<file path="src/rtl/go_sequencer.sv">
// go_sequencer: drives three delay stages in order (go pulse, wait for done),
// with abort/kill handling and a kill-latch clear phase.
// Optional per-stage watchdog is compiled in when GO_SEQ_TIMEOUT_EN is defined;
// without it WAIT only exits on done, abort or kill and o_timeout stays 0.
// All outputs are decoded from registered state and flags only.
module go_sequencer #(
    parameter int TIMEOUT_CYCLES = 1000,
    parameter int TMR_W          = 16
) (
    input  logic       i_clk,
    input  logic       reset,
    input  logic       i_start,
    input  logic       i_abort,
    input  logic       i_done1,
    input  logic       i_done2,
    input  logic       i_done3,
    input  logic       i_kill_ltchd,
    output logic       o_go1,
    output logic       o_go2,
    output logic       o_go3,
    output logic       o_kill1,
    output logic       o_kill2,
    output logic       o_kill3,
    output logic       o_kill_clr,
    output logic       o_busy,
    output logic       o_seq_done,
    output logic       o_error,
    output logic       o_timeout,
    output logic [1:0] o_stage
);

    // Elaboration-time sanity check on the watchdog configuration.
    if (TIMEOUT_CYCLES < 1 || TIMEOUT_CYCLES > 65535 ||
        64'(TIMEOUT_CYCLES) >= (64'd1 << TMR_W)) begin : g_cfg_chk
        $error("go_sequencer: TIMEOUT_CYCLES out of range for TMR_W");
    end

    typedef enum logic [2:0] {
        S_IDLE,
        S_CLEAR,
        S_GO,
        S_WAIT,
        S_ABORT
    } state_t;

    state_t     state_q, state_d;
    logic [1:0] stage_q, stage_d;
    logic       preclr_q, preclr_d;     // CLEAR was entered from IDLE
    logic       err_q, err_d;
    logic       seq_done_q, seq_done_d;
    logic       done_sel;               // done of the active stage only
`ifdef GO_SEQ_TIMEOUT_EN
    logic [TMR_W-1:0] tmr_q, tmr_d;
    logic             tmo_q, tmo_d;
`endif

    // Select the done input belonging to the active stage; others are ignored.
    always_comb begin
        done_sel = 1'b0;
        case (stage_q)
            2'd0:    done_sel = i_done1;
            2'd1:    done_sel = i_done2;
            2'd2:    done_sel = i_done3;
            default: done_sel = 1'b0;
        endcase
    end

    // State and flag registers; reset clears everything asynchronously.
    always_ff @(posedge i_clk or posedge reset) begin
        if (reset) begin
            state_q    <= S_IDLE;
            stage_q    <= 2'd0;
            preclr_q   <= 1'b0;
            err_q      <= 1'b0;
            seq_done_q <= 1'b0;
`ifdef GO_SEQ_TIMEOUT_EN
            tmr_q      <= '0;
            tmo_q      <= 1'b0;
`endif
        end else begin
            state_q    <= state_d;
            stage_q    <= stage_d;
            preclr_q   <= preclr_d;
            err_q      <= err_d;
            seq_done_q <= seq_done_d;
`ifdef GO_SEQ_TIMEOUT_EN
            tmr_q      <= tmr_d;
            tmo_q      <= tmo_d;
`endif
        end
    end

    // Next-state logic for sequencing, abort priority and sticky status.
    always_comb begin
        state_d    = state_q;
        stage_d    = stage_q;
        preclr_d   = preclr_q;
        err_d      = err_q;
        seq_done_d = 1'b0;
`ifdef GO_SEQ_TIMEOUT_EN
        tmr_d      = tmr_q;
        tmo_d      = tmo_q;
`endif
        case (state_q)
            S_IDLE: begin
                if (i_start) begin
                    err_d    = 1'b0;
`ifdef GO_SEQ_TIMEOUT_EN
                    tmo_d    = 1'b0;
`endif
                    stage_d  = 2'd0;
                    preclr_d = i_kill_ltchd;
                    state_d  = i_kill_ltchd ? S_CLEAR : S_GO;
                end
            end
            S_CLEAR: begin
                if (preclr_q) begin
                    state_d = S_GO;
                end else begin
                    state_d = S_IDLE;
                    stage_d = 2'd0;
                end
            end
            S_GO: begin
`ifdef GO_SEQ_TIMEOUT_EN
                tmr_d = TMR_W'(TIMEOUT_CYCLES);
`endif
                if (i_abort) begin
                    state_d = S_ABORT;
                    err_d   = 1'b1;
                end else begin
                    state_d = S_WAIT;
                end
            end
            S_WAIT: begin
`ifdef GO_SEQ_TIMEOUT_EN
                tmr_d = tmr_q - TMR_W'(1);
`endif
                if (i_abort || i_kill_ltchd) begin
                    state_d = S_ABORT;
                    err_d   = 1'b1;
                end else if (done_sel) begin
                    if (stage_q == 2'd2) begin
                        state_d    = S_IDLE;
                        stage_d    = 2'd0;
                        seq_done_d = 1'b1;
                    end else begin
                        state_d = S_GO;
                        stage_d = stage_q + 2'd1;
                    end
                end
`ifdef GO_SEQ_TIMEOUT_EN
                // Expiry: the count reaches zero in this WAIT cycle.
                else if (tmr_q == TMR_W'(1)) begin
                    state_d = S_ABORT;
                    err_d   = 1'b1;
                    tmo_d   = 1'b1;
                end
`endif
            end
            S_ABORT: begin
                state_d  = S_CLEAR;
                preclr_d = 1'b0;
            end
            default: begin
                state_d = S_IDLE;
                stage_d = 2'd0;
            end
        endcase
    end

    assign o_go1      = (state_q == S_GO)    && (stage_q == 2'd0);
    assign o_go2      = (state_q == S_GO)    && (stage_q == 2'd1);
    assign o_go3      = (state_q == S_GO)    && (stage_q == 2'd2);
    assign o_kill1    = (state_q == S_ABORT) && (stage_q == 2'd0);
    assign o_kill2    = (state_q == S_ABORT) && (stage_q == 2'd1);
    assign o_kill3    = (state_q == S_ABORT) && (stage_q == 2'd2);
    assign o_kill_clr = (state_q == S_CLEAR);
    assign o_busy     = (state_q != S_IDLE);
    assign o_seq_done = seq_done_q;
    assign o_error    = err_q;
    assign o_stage    = stage_q;
`ifdef GO_SEQ_TIMEOUT_EN
    assign o_timeout  = tmo_q;
`else
    assign o_timeout  = 1'b0;
`endif

endmodule
</file>
<file path="config.mk">
export PLATFORM = sky130hd
export DESIGN_NAME = go_sequencer
export DESIGN_NICKNAME = d
export VERILOG_FILES = /design/src/rtl/go_sequencer.sv
export SDC_FILE = /design/constraint.sdc
export NUM_CORES = 1
export LEC_CHECK = 0
export ABC_AREA = 1
export BUFFER_PORTS_ARGS = -buffer_cell sky130_fd_sc_hd__buf_2
export CAP_MARGIN = 40
export CORE_ASPECT_RATIO = 1.1
export CORE_UTILIZATION = 35
export DETAILED_ROUTE_END_ITERATION = 8
export GPL_ROUTABILITY_DRIVEN = 0
export PLACE_DENSITY = 0.71
export RECOVER_POWER = 50
export SYNTH_ARGS = -nofsm -noshare
export SYNTH_HDL_FRONTEND = slang
export SYNTH_SLANG_ARGS = --single-unit
export TNS_END_PERCENT = 50
</file>
<file path="constraint.sdc">
create_clock -name i_clk -period 2.4 [get_ports i_clk]
set_input_delay 0.48 -clock i_clk [delete_from_list [all_inputs] [get_ports i_clk]]
set_output_delay 0.48 -clock i_clk [all_outputs]
set_load 0.01 [all_outputs]
</file>
==> results by group <==
Critical path
  • CP endpoint kind: output port
  • Crit path DAT: 1.42 ns
  • CP dominant cell by count: nor2_1
  • CP Launch Type: flop
  • CP max-delay cell: dfrtp_1
  • Worst path max stage delay: 0.45 ns
  • Crit Path Max Fanout: 8
  • CP required: 1.92 ns
  • Crit-path leading delay family: simple AND/OR/NAND/NOR gates
  • Kind of critical path: reg2out
  • WP buf/inv: 1
  • CP Cell Sequence: nor2_1, nand2_1, nor2_1, buf_2

Worst hold path
  • Class of the worst hold path: in2async

Power
  • Sw Pwr: 0.000368 W
  • Logic pwr share: 0.550
  • Pwr dens: 1090 nW/um2
  • Internal power: 0.000387 W
  • Flop pwr share: 0.316
  • Clock power share: 0.135
  • Switching portion of total power: 0.487
  • Static leakage: 0.415 nW
  • Worst vdd ir: 489 uV

GRT
  • GR Layer Usage met2: 0.309
  • Largest net degree at the start of global routing: 9
  • Met3 Use GR: 0.0739
  • GR met1 Demand/Resource: 0.223
  • First-pass GRT wire length: 2.33 mm
  • GR peak layer: met2
  • Remaining Overflow, GRT: 0
  • Initial antenna violation count: 0
  • Vias in the first global route: 585
  • Tot GR Track Use: 0.187

Cells and area
  • Finished Layout Cells: 130
  • # diodes: 0
  • Storage cell area: 200 um2
  • Share of cells above drive strength 1: 0.177
  • Finished Cell Area: 689 um2
  • Multi-input gate area: 297 um2
  • Fillers: 189
  • Nets: 123
  • Area growth syn-to-layout: 18.7%

Clocking
  • CTS root buf: clkbuf_4
  • Clock latency on the worst-skew pair: 0.25 ns
  • Clock Tree Buf Depth: 2
  • CTS tree: built
  • # hold bufs at CTS: 0
  • CTS Sinks: 8
  • TritonCTS Buffers: 3
  • Post-CTS setup buffers: 0
  • CTS clk-pin slew, worst paths: 0.05 ns
  • Post-CTS Resized: 0
  • H-Tree Depth: 1

Place
  • Post-DP HPWL: 1.14 mm
  • DP Area: 682 um2
  • Port Buf Inserts: 19
  • # placed instances: 127

Synth
  • Mux share of post-synthesis cell area: 0.0172
  • Largest family of logic cells by synthesized area: simple AND/OR/NAND/NOR gates
  • Syn_nets: 101
  • Post-synthesis compound-gate area fraction: 0.0345
  • Post-Syn Area per Cell: 6.24 um2
  • Mapped cell area: 581 um2
  • Seq/Total Area, Yosys: 0.345
  • Cell variety after synth: 15
  • Adder-Cell Fraction of Synth Area: 0
  • Simple-gate area share of the yosys netlist: 0.474
  • XOR/XNOR Fraction of Synth Area: 0
  • #FFs+latches synth: 8
  • Synth Instances: 93
  • Synth warn: 0

Floorplan
  • Die H: 44.7 um
  • Initial cell density of the core: 0.373
  • Core ar.: 1560 um2
  • DIE WIDTH: 40.8 um
  • Io pins: 21
  • DIE AREA: 1830 um2
  • Row cnt: 15

Timing
  • F_max: 527 MHz
  • Period utilization: 0.790
  • Final hold vios: 0
  • Final setup fails: 0
  • Post-route setup TNS: 0 ns
  • Fin crit period: 1.90 ns
  • Final Skew: 0.000945 ns
  • Max-slew violations: 0
  • RSZ-0062 raised after global routing: false

Outcome
  • Run status: completed

Route
  • Iteration count of the initial detailed-routing pass: 4
  • DRT Wirelength: 1.39 mm
  • Routed len/inst: 10.7 um
  • Vias per inst: 4.92
  • DRC: 0
  • Iteration-0 DRC Markers: 23
  • Vias: 639
  • ANT nets after route: 0

Run
  • Number of max-cap violations: 0
registers in the layout (all words and copies together) (netlist names):
signal	cells
o_error	1
o_seq_done	1
o_stage	2
preclr_q	1
state_q	3
area by class of cell:
class,instances,share of cell area
clock buffers,3,0.0327
inverters,15,0.0817
multi-input cells,68,0.430
flip-flops and latches,8,0.290
well taps,17,0.0309
repair buffers,19,0.134
layer usage:
metal	wire length, um	part of all wire	vias up
met5	0	0	-
met4	0	0	0
met3	128	0.092	0
met2	659	0.47	36
met1	606	0.43	271
li1	-	-	332
worst paths after layout:
path                       startpoint          to  slack [ns]  cells past startpoint
setup / recovery           state_q[0]     o_kill3        0.50                      4
hold reg to reg               o_error     o_error        0.51                      2
setup reg to reg           state_q[0]  o_stage[0]        1.04                      7
hold / removal                  reset  state_q[1]        0.15                      2
min in group i_clk            o_error     o_error        0.51                      2
max in group asynchronous       reset  state_q[2]        2.03                      2
worst reg2reg max path, stage by stage (launching register included):
cell	delay, ns
dfrtp_1	0.45
nor2_1	0.25
nand2_1	0.21
nand2_1	0.12
nor2_1	0.05
nand3_1	0.09
nand2_1	0.05
nand2_1	0.07
cell usage after synthesis:
master / instances / share of area
nand2_1: 20 / 0.13
nor3_1: 2 / 0.017
nand3_2: 1 / 0.017
o21ai_1: 1 / 0.0086
nand3_1: 11 / 0.095
inv_1: 15 / 0.097
a21oi_1: 2 / 0.017
dfrtp_1: 8 / 0.34
nand4_1: 5 / 0.054
nor2_1: 22 / 0.14
mux2i_1: 1 / 0.017
conb_1: 1 / 0.0065
buf_4: 2 / 0.026
nor2_4: 1 / 0.019
o21ai_0: 1 / 0.0086
power groups by stage:
stage               clock [W]  sequential [W]  combinational (W)
finish               0.000102        0.000238           0.000415
global route         0.000114        0.000248           0.000483
CTS                  0.000107        0.000245           0.000432
detailed placement          0        0.000247           0.000430
global placement            0        0.000245           0.000423
floorplan                   0        0.000231           0.000329
cells in the final DEF (no fill, tap or decap):
cell / instances
a21oi_1: 2
buf_2: 17
clkbuf_1: 2
clkbuf_4: 3
conb_1: 1
dfrtp_1: 8
inv_1: 15
mux2i_1: 1
nand2_1: 20
nand3_1: 12
nand4_1: 5
nor2_1: 23
nor3_1: 2
o21ai_0: 1
o21ai_1: 1
per-stage QoR:
step | hold WS, ns | total power, W | utilization | setup WS (ns)
2_1_floorplan | 0.296 | 0.000560 | - | 0.992
4_1_cts | 0.150 | 0.000784 | 0.452 | 0.597
5_1_grt | 0.163 | 0.000845 | 0.443 | 0.336
3_3_place_gp | 0.428 | 0.000668 | 0.438 | 0.909
3_5_place_dp | 0.427 | 0.000677 | 0.438 | 0.880
6_report | 0.150 | 0.000755 | 0.443 | 0.504
cell families after synthesis:
family          count (synthesis)
compound gates                  4
mux                             1
flops                           8
other cells                     1
buf+inv                        17
simple gates                   62
No activity file was read; power rests on OpenSTA's default activity.
